==> src/rtl/writeback_regfile_if.sv <==
// Bundle of write-back stage signals between the memory/decode side (master)
// and the register file (slave). There is no handshake: retire is a
// single-cycle qualifier and is never back-pressured; the commit inputs are
// only looked at in a cycle where retire is 1.
interface writeback_regfile_if #(
  parameter int DATA_W = 64,
  parameter int ID_W   = 4,
  parameter int CNT_W  = 32
);
  logic              retire;
  logic [3:0]        stat_in;
  logic [ID_W-1:0]   dstE;
  logic [ID_W-1:0]   dstM;
  logic [DATA_W-1:0] valE;
  logic [DATA_W-1:0] valM;
  logic [ID_W-1:0]   srcA;
  logic [ID_W-1:0]   srcB;
  logic [DATA_W-1:0] valA_rd;
  logic [DATA_W-1:0] valB_rd;
  logic [3:0]        cpu_stat;
  logic              running;
  logic [CNT_W-1:0]  retired;

  modport master (
    output retire, stat_in, dstE, dstM, valE, valM, srcA, srcB,
    input  valA_rd, valB_rd, cpu_stat, running, retired
  );

  modport slave (
    input  retire, stat_in, dstE, dstM, valE, valM, srcA, srcB,
    output valA_rd, valB_rd, cpu_stat, running, retired
  );
endinterface

==> src/rtl/writeback_regfile.sv <==
// Y86 SEQ write-back stage: 15-entry register file with two combinational
// read ports, sticky architectural status (RUN / HALTED / FAULT) and a
// retired-instruction counter.
module writeback_regfile #(
  parameter int DATA_W = 64,
  parameter int ID_W   = 4,
  parameter int CNT_W  = 32
) (
  input  logic                  clk,
  input  logic                  rst,
  writeback_regfile_if.slave    bus,
  output logic [1:0]            state_dbg_o
);

  localparam logic [ID_W-1:0] RNONE    = {ID_W{1'b1}};
  localparam logic [3:0]      STAT_AOK = 4'd1;
  localparam logic [3:0]      STAT_HLT = 4'd2;
  localparam logic [3:0]      STAT_ADR = 4'd3;
  localparam logic [3:0]      STAT_INS = 4'd4;

  typedef enum logic [1:0] {
    ST_RUN    = 2'd0,
    ST_HALTED = 2'd1,
    ST_FAULT  = 2'd2
  } state_t;

  state_t              state_q, state_d;
  logic [3:0]          stat_q, stat_d;
  logic [CNT_W-1:0]    retired_q, retired_d;
  logic                commit_en;
  logic [DATA_W-1:0]   regs_q [15];

  // Next-state: only a retire while running can move anything; HALTED and
  // FAULT hold until reset. Unknown stat codes are treated as INS.
  always_comb begin
    state_d   = state_q;
    stat_d    = stat_q;
    retired_d = retired_q;
    commit_en = 1'b0;
    if (state_q == ST_RUN && bus.retire) begin
      case (bus.stat_in)
        STAT_AOK: begin
          commit_en = 1'b1;
          retired_d = retired_q + CNT_W'(1);
        end
        STAT_HLT: begin
          retired_d = retired_q + CNT_W'(1);
          state_d   = ST_HALTED;
          stat_d    = STAT_HLT;
        end
        STAT_ADR: begin
          state_d = ST_FAULT;
          stat_d  = STAT_ADR;
        end
        default: begin
          state_d = ST_FAULT;
          stat_d  = STAT_INS;
        end
      endcase
    end
  end

  // Status/counter registers; reset has priority over any retire.
  always_ff @(posedge clk) begin
    if (rst) begin
      state_q   <= ST_RUN;
      stat_q    <= STAT_AOK;
      retired_q <= '0;
    end else begin
      state_q   <= state_d;
      stat_q    <= stat_d;
      retired_q <= retired_d;
    end
  end

  // Register file writes; the dstM write comes last so it wins when both
  // ports target the same register (popq %rsp).
  always_ff @(posedge clk) begin
    if (rst) begin
      for (int i = 0; i < 15; i++) regs_q[i] <= '0;
    end else if (commit_en) begin
      if (bus.dstE != RNONE) regs_q[bus.dstE] <= bus.valE;
      if (bus.dstM != RNONE) regs_q[bus.dstM] <= bus.valM;
    end
  end

  // Read ports see only committed contents; RNONE reads as zero.
  always_comb begin
    bus.valA_rd = (bus.srcA == RNONE) ? '0 : regs_q[bus.srcA];
    bus.valB_rd = (bus.srcB == RNONE) ? '0 : regs_q[bus.srcB];
  end

  assign bus.cpu_stat = stat_q;
  assign bus.running  = (state_q == ST_RUN);
  assign bus.retired  = retired_q;
  assign state_dbg_o  = state_q;

endmodule

==> src/flat_wrapper.sv <==
// flat-port wrapper written by rule: the top's interface ports become plain ports
module writeback_regfile_flat 
#(
  parameter int DATA_W = 64,
  parameter int ID_W   = 4,
  parameter int CNT_W  = 32
)
  (clk, rst, state_dbg_o, bus_retire, bus_stat_in, bus_dstE, bus_dstM, bus_valE, bus_valM, bus_srcA, bus_srcB, bus_valA_rd, bus_valB_rd, bus_cpu_stat, bus_running, bus_retired);
  writeback_regfile_if #(.DATA_W(DATA_W), .ID_W(ID_W), .CNT_W(CNT_W)) bus_i ();
  input  logic clk;
  input  logic rst;
  output logic [1:0] state_dbg_o;
  input wire logic [$bits(bus_i.retire)-1:0] bus_retire;
  input wire logic [$bits(bus_i.stat_in)-1:0] bus_stat_in;
  input wire logic [$bits(bus_i.dstE)-1:0] bus_dstE;
  input wire logic [$bits(bus_i.dstM)-1:0] bus_dstM;
  input wire logic [$bits(bus_i.valE)-1:0] bus_valE;
  input wire logic [$bits(bus_i.valM)-1:0] bus_valM;
  input wire logic [$bits(bus_i.srcA)-1:0] bus_srcA;
  input wire logic [$bits(bus_i.srcB)-1:0] bus_srcB;
  output wire logic [$bits(bus_i.valA_rd)-1:0] bus_valA_rd;
  output wire logic [$bits(bus_i.valB_rd)-1:0] bus_valB_rd;
  output wire logic [$bits(bus_i.cpu_stat)-1:0] bus_cpu_stat;
  output wire logic [$bits(bus_i.running)-1:0] bus_running;
  output wire logic [$bits(bus_i.retired)-1:0] bus_retired;
  assign bus_i.retire = bus_retire;
  assign bus_i.stat_in = bus_stat_in;
  assign bus_i.dstE = bus_dstE;
  assign bus_i.dstM = bus_dstM;
  assign bus_i.valE = bus_valE;
  assign bus_i.valM = bus_valM;
  assign bus_i.srcA = bus_srcA;
  assign bus_i.srcB = bus_srcB;
  assign bus_valA_rd = bus_i.valA_rd;
  assign bus_valB_rd = bus_i.valB_rd;
  assign bus_cpu_stat = bus_i.cpu_stat;
  assign bus_running = bus_i.running;
  assign bus_retired = bus_i.retired;
  writeback_regfile #(.DATA_W(DATA_W), .ID_W(ID_W), .CNT_W(CNT_W)) u_core (.clk(clk), .rst(rst), .bus(bus_i), .state_dbg_o(state_dbg_o));
endmodule
==> config.mk <==
export PLATFORM = sky130hd
export DESIGN_NAME = writeback_regfile_flat
export DESIGN_NICKNAME = d
export VERILOG_FILES = /design/src/rtl/writeback_regfile_if.sv /design/src/rtl/writeback_regfile.sv /design/src/flat_wrapper.sv
export SDC_FILE = /design/constraint.sdc
export NUM_CORES = 2
export LEC_CHECK = 0
export CORE_AREA = 8 8 501 503
export DETAILED_ROUTE_END_ITERATION = 10
export DIE_AREA = 0 0 509 511
export PLACE_DENSITY_LB_ADDON = 0.15
export SKIP_CTS_REPAIR_TIMING = 1
export SYNTH_ARGS = -nofsm -noshare
export SYNTH_HDL_FRONTEND = slang
export SYNTH_SLANG_ARGS = --single-unit
export TNS_END_PERCENT = 100
==> constraint.sdc <==
create_clock -name clk -period 8.4 [get_ports clk]
set_clock_uncertainty 0.15 [all_clocks]
set_input_delay 1.26 -clock clk [delete_from_list [all_inputs] [get_ports clk]]
set_output_delay 1.26 -clock clk [all_outputs]
set_load 0.02 [all_outputs]
==> results.json <==
{
  "final_net_count": 4576,
  "remaining_design_rule_violation_count": 0,
  "grt_overflow": 0,
  "critical_path_cell_list": "buf_8 > buf_4 > buf_4 > mux4_2 > mux2i_1 > o22ai_1 > clkdlybuf4s50_1",
  "cts-root-buf": "clkbuf_16",
  "placeableCoreArea_um2": 243000,
  "run_status": "complete, no violations",
  "worst-path-buf-inv": 4,
  "drive_gt1_share_pct": 19.2,
  "synth_warnings": 0,
  "remaining_number_of_nets_flagged_by_the_antenna_check_after_routing": 0,
  "cpLargestDelayFamily": "buffers and inverters",
  "timing.critical_path.to_type": "output pin",
  "first_pass_iters": 5,
  "timing_worst_slew_pin_value_ns": 1.43,
  "grt_pass1_vias": 43224,
  "finalWorstPathRequiredPeriod_ns": 5.90,
  "setup.worst_path.start_class": "input port",
  "vias_after_detailed_routing": 42876,
  "post_dp_cell_area_um2": 66400,
  "worst_vdd_ir_mv": 0.164,
  "antenna_found_initial": 33,
  "floorplan.initialDensity_pct": 24.8,
  "critPathMostFrequentCell": "buf_4",
  "grt_start_max_net_pins": 129,
  "source_of_the_worst_hold_timing_path": "u_core.bus.cpu_stat[1]",
  "fin_area_um2": 70900,
  "hold_path.class": "register to register",
  "synth.avg_cell_area_um2": 13.6,
  "asyncSetResetFlopFracSynth_pct": 0,
  "area_growth_syn_to_layout_pct": 17.6,
  "layout_common_cells": "edfxtp_1, nand2_1, a22o_1",
  "number_of_rows_in_the_core_area": 181,
  "number_of_distinct_library_cells_after_synthesis": 52,
  "die_height_um": 511,
  "wl_per_cell_um": 34.5,
  "synth_sequential_area_ratio_pct": 52.2,
  "ys.flop_type": "edfxtp_1",
  "critical_path_required_ns": 6.99,
  "clk_pin_slew_worst_paths_ns": 0.05,
  "track_usage_pct": 19.9,
  "totalWireLength_mm": 268,
  "drv_slew": 0,
  "multi_input_logic_area_um2": 26700,
  "drv_cap": 0,
  "cts.sink_count": 1061,
  "portBuffers": 316,
  "fmax_mhz": 170,
  "post_synth_instance_area_um2": 60300,
  "final.period_utilization_pct": 70.2,
  "ys_seq_elements": 1061,
  "die_width_um": 509,
  "dpl.hpwl_mm": 149,
  "final.setup.tns_ns": 0,
  "cts_inserted_buffers": 142,
  "biggest_cell_delay_along_the_critical_path_ns": 0.70,
  "grt_first_pass_wirelength_mm": 367,
  "fillerInstances": 24124,
  "dieArea_um2": 260000,
  "top_level_ports": 318,
  "tritoncts": "yes",
  "critPathSlowestCell": "clkdlybuf4s50_1",
  "setup.worst_path.start": "bus_srcA[1]",
  "critPathKind": "input port to output pin",
  "slew_headroom_pct": 4.52,
  "dp_cells": 7482,
  "worst_slack_on_hold_paths_ns": 0.343,
  "report.final.hold_viol_count": 0,
  "setup.reg_to_reg.worst_slack_ns": 4.07,
  "fin_total_pwr_mw": 13.8,
  "setup_repair_after_global_routing_missed_its_margin": "no",
  "p_leak_nw": 23.3,
  "synth-edff-count": 1024,
  "clock_path_buffers": 3,
  "final_cells": 7749,
  "cts.htree.levels": 4,
  "arrival_ns": 4.49,
  "critical_path.max_fanout": 41,
  "drt-initial-drc-count": 4570,
  "post_drt_via_cell_ratio": 5.53,
  "sequential_cell_area_um2": 31500,
  "cellPowerDensity_nw_per_um2": 195,
  "clock_latency_ns": 0.78,
  "place.gp.congestion": 0.728,
  "syn-instance-count": 4420,
  "timing.final.setup_violations": 0,
  "final_common_cell": "edfxtp_1",
  "r2r-start": "u_core.state_dbg_o[1]"
}
per-stage QoR:
step	util [%]	setup WS, ns
5_1_grt	29.2	2.34
3_3_place_gp	27.4	2.40
3_5_place_dp	27.4	2.43
2_1_floorplan	-	3.91
6_report	29.2	2.50
4_1_cts	29.2	2.42
metal layers:
metal	vias up	global-route usage, %	wire (µm)	part of all wire (%)
met5	-	0	89	0.033
met4	14	5.30	7120	2.7
met3	355	4.25	20400	7.6
met2	1860	30.9	120000	45
met1	22872	28.1	120000	45
li1	17775	-	-	-
where the power goes:
group          internal [mW]  leakage, nW  switching, mW  total, mW
sequential              5.99         10.8         0.0998       6.09
clock                   3.47         2.16           2.52       5.99
combinational          0.666         10.4           1.04       1.71
total                   10.1         23.3           3.66       13.8
Yosys cell counts, types with 8 or more instances:
| master | instances | share of area (%) |
|---|---|---|
| clkbuf_1 | 466 | 2.9 |
| o21ai_0 | 194 | 1.6 |
| or3_1 | 15 | 0.16 |
| nand4_1 | 18 | 0.19 |
| a21oi_1 | 8 | 0.066 |
| nor2_1 | 60 | 0.37 |
| buf_1 | 45 | 0.28 |
| and2_1 | 8 | 0.083 |
| edfxtp_1 | 1024 | 51 |
| dfxtp_1 | 37 | 1.2 |
| a22o_1 | 578 | 8.4 |
| mux2i_1 | 257 | 4.3 |
| buf_2 | 107 | 0.89 |
| o22ai_1 | 128 | 1.3 |
| buf_6 | 13 | 0.24 |
| mux4_2 | 512 | 19 |
| nand2_1 | 648 | 4.0 |
| o31ai_1 | 193 | 2.4 |
| nand3_1 | 19 | 0.16 |
| xor2_1 | 22 | 0.32 |
logic make-up (layout without fill, tap and decap cells):
group | count (synthesis) | after routing | share of synthesized area (%)
AND/OR/NAND/NOR | 817 | 817 | 5.67
multiplexers | 770 | 770 | 23.4
AO/OA/AOI/OAI | 1108 | 1108 | 13.9
buffers and inverters | 636 | 687 | 4.35
XOR/XNOR | 26 | 26 | 0.378
other | 1 | 77 | 0.00622
adder cells (fa/ha/maj) | 1 | 1 | 0.0208
flip-flops | 1061 | 1061 | 52.2
sequential cells by signal (all words and copies together) (netlist names):
signal,count
u_core.bus.cpu_stat,3
u_core.bus.retired,32
u_core.regs_q,1024
u_core.state_dbg_o,2
worst paths after layout:
kind,to,cells past startpoint
max,bus_valA_rd[39],7
min,u_core.bus.cpu_stat[1],2
max reg2reg,u_core.regs_q[6][21],5
min reg2reg,u_core.bus.cpu_stat[1],2
final cells by class:
class	count	share of cell area [%]
flip-flops and latches	1061	44.4
multi-input cells	2787	37.6
repair buffers	428	5.98
well taps	3202	5.65
clock buffers	194	5.45
clock inverters	61	0.810
diodes	12	0.0424
inverters	4	0.0212
worst reg2reg max path: cells and delay by family, from the launching register on:
kind,cells,cell delay (ns)
buffers and inverters,1,0.70
and+or+nand+nor,4,2.70
DFF,1,0.39
Power figures use the tool's default switching activity.
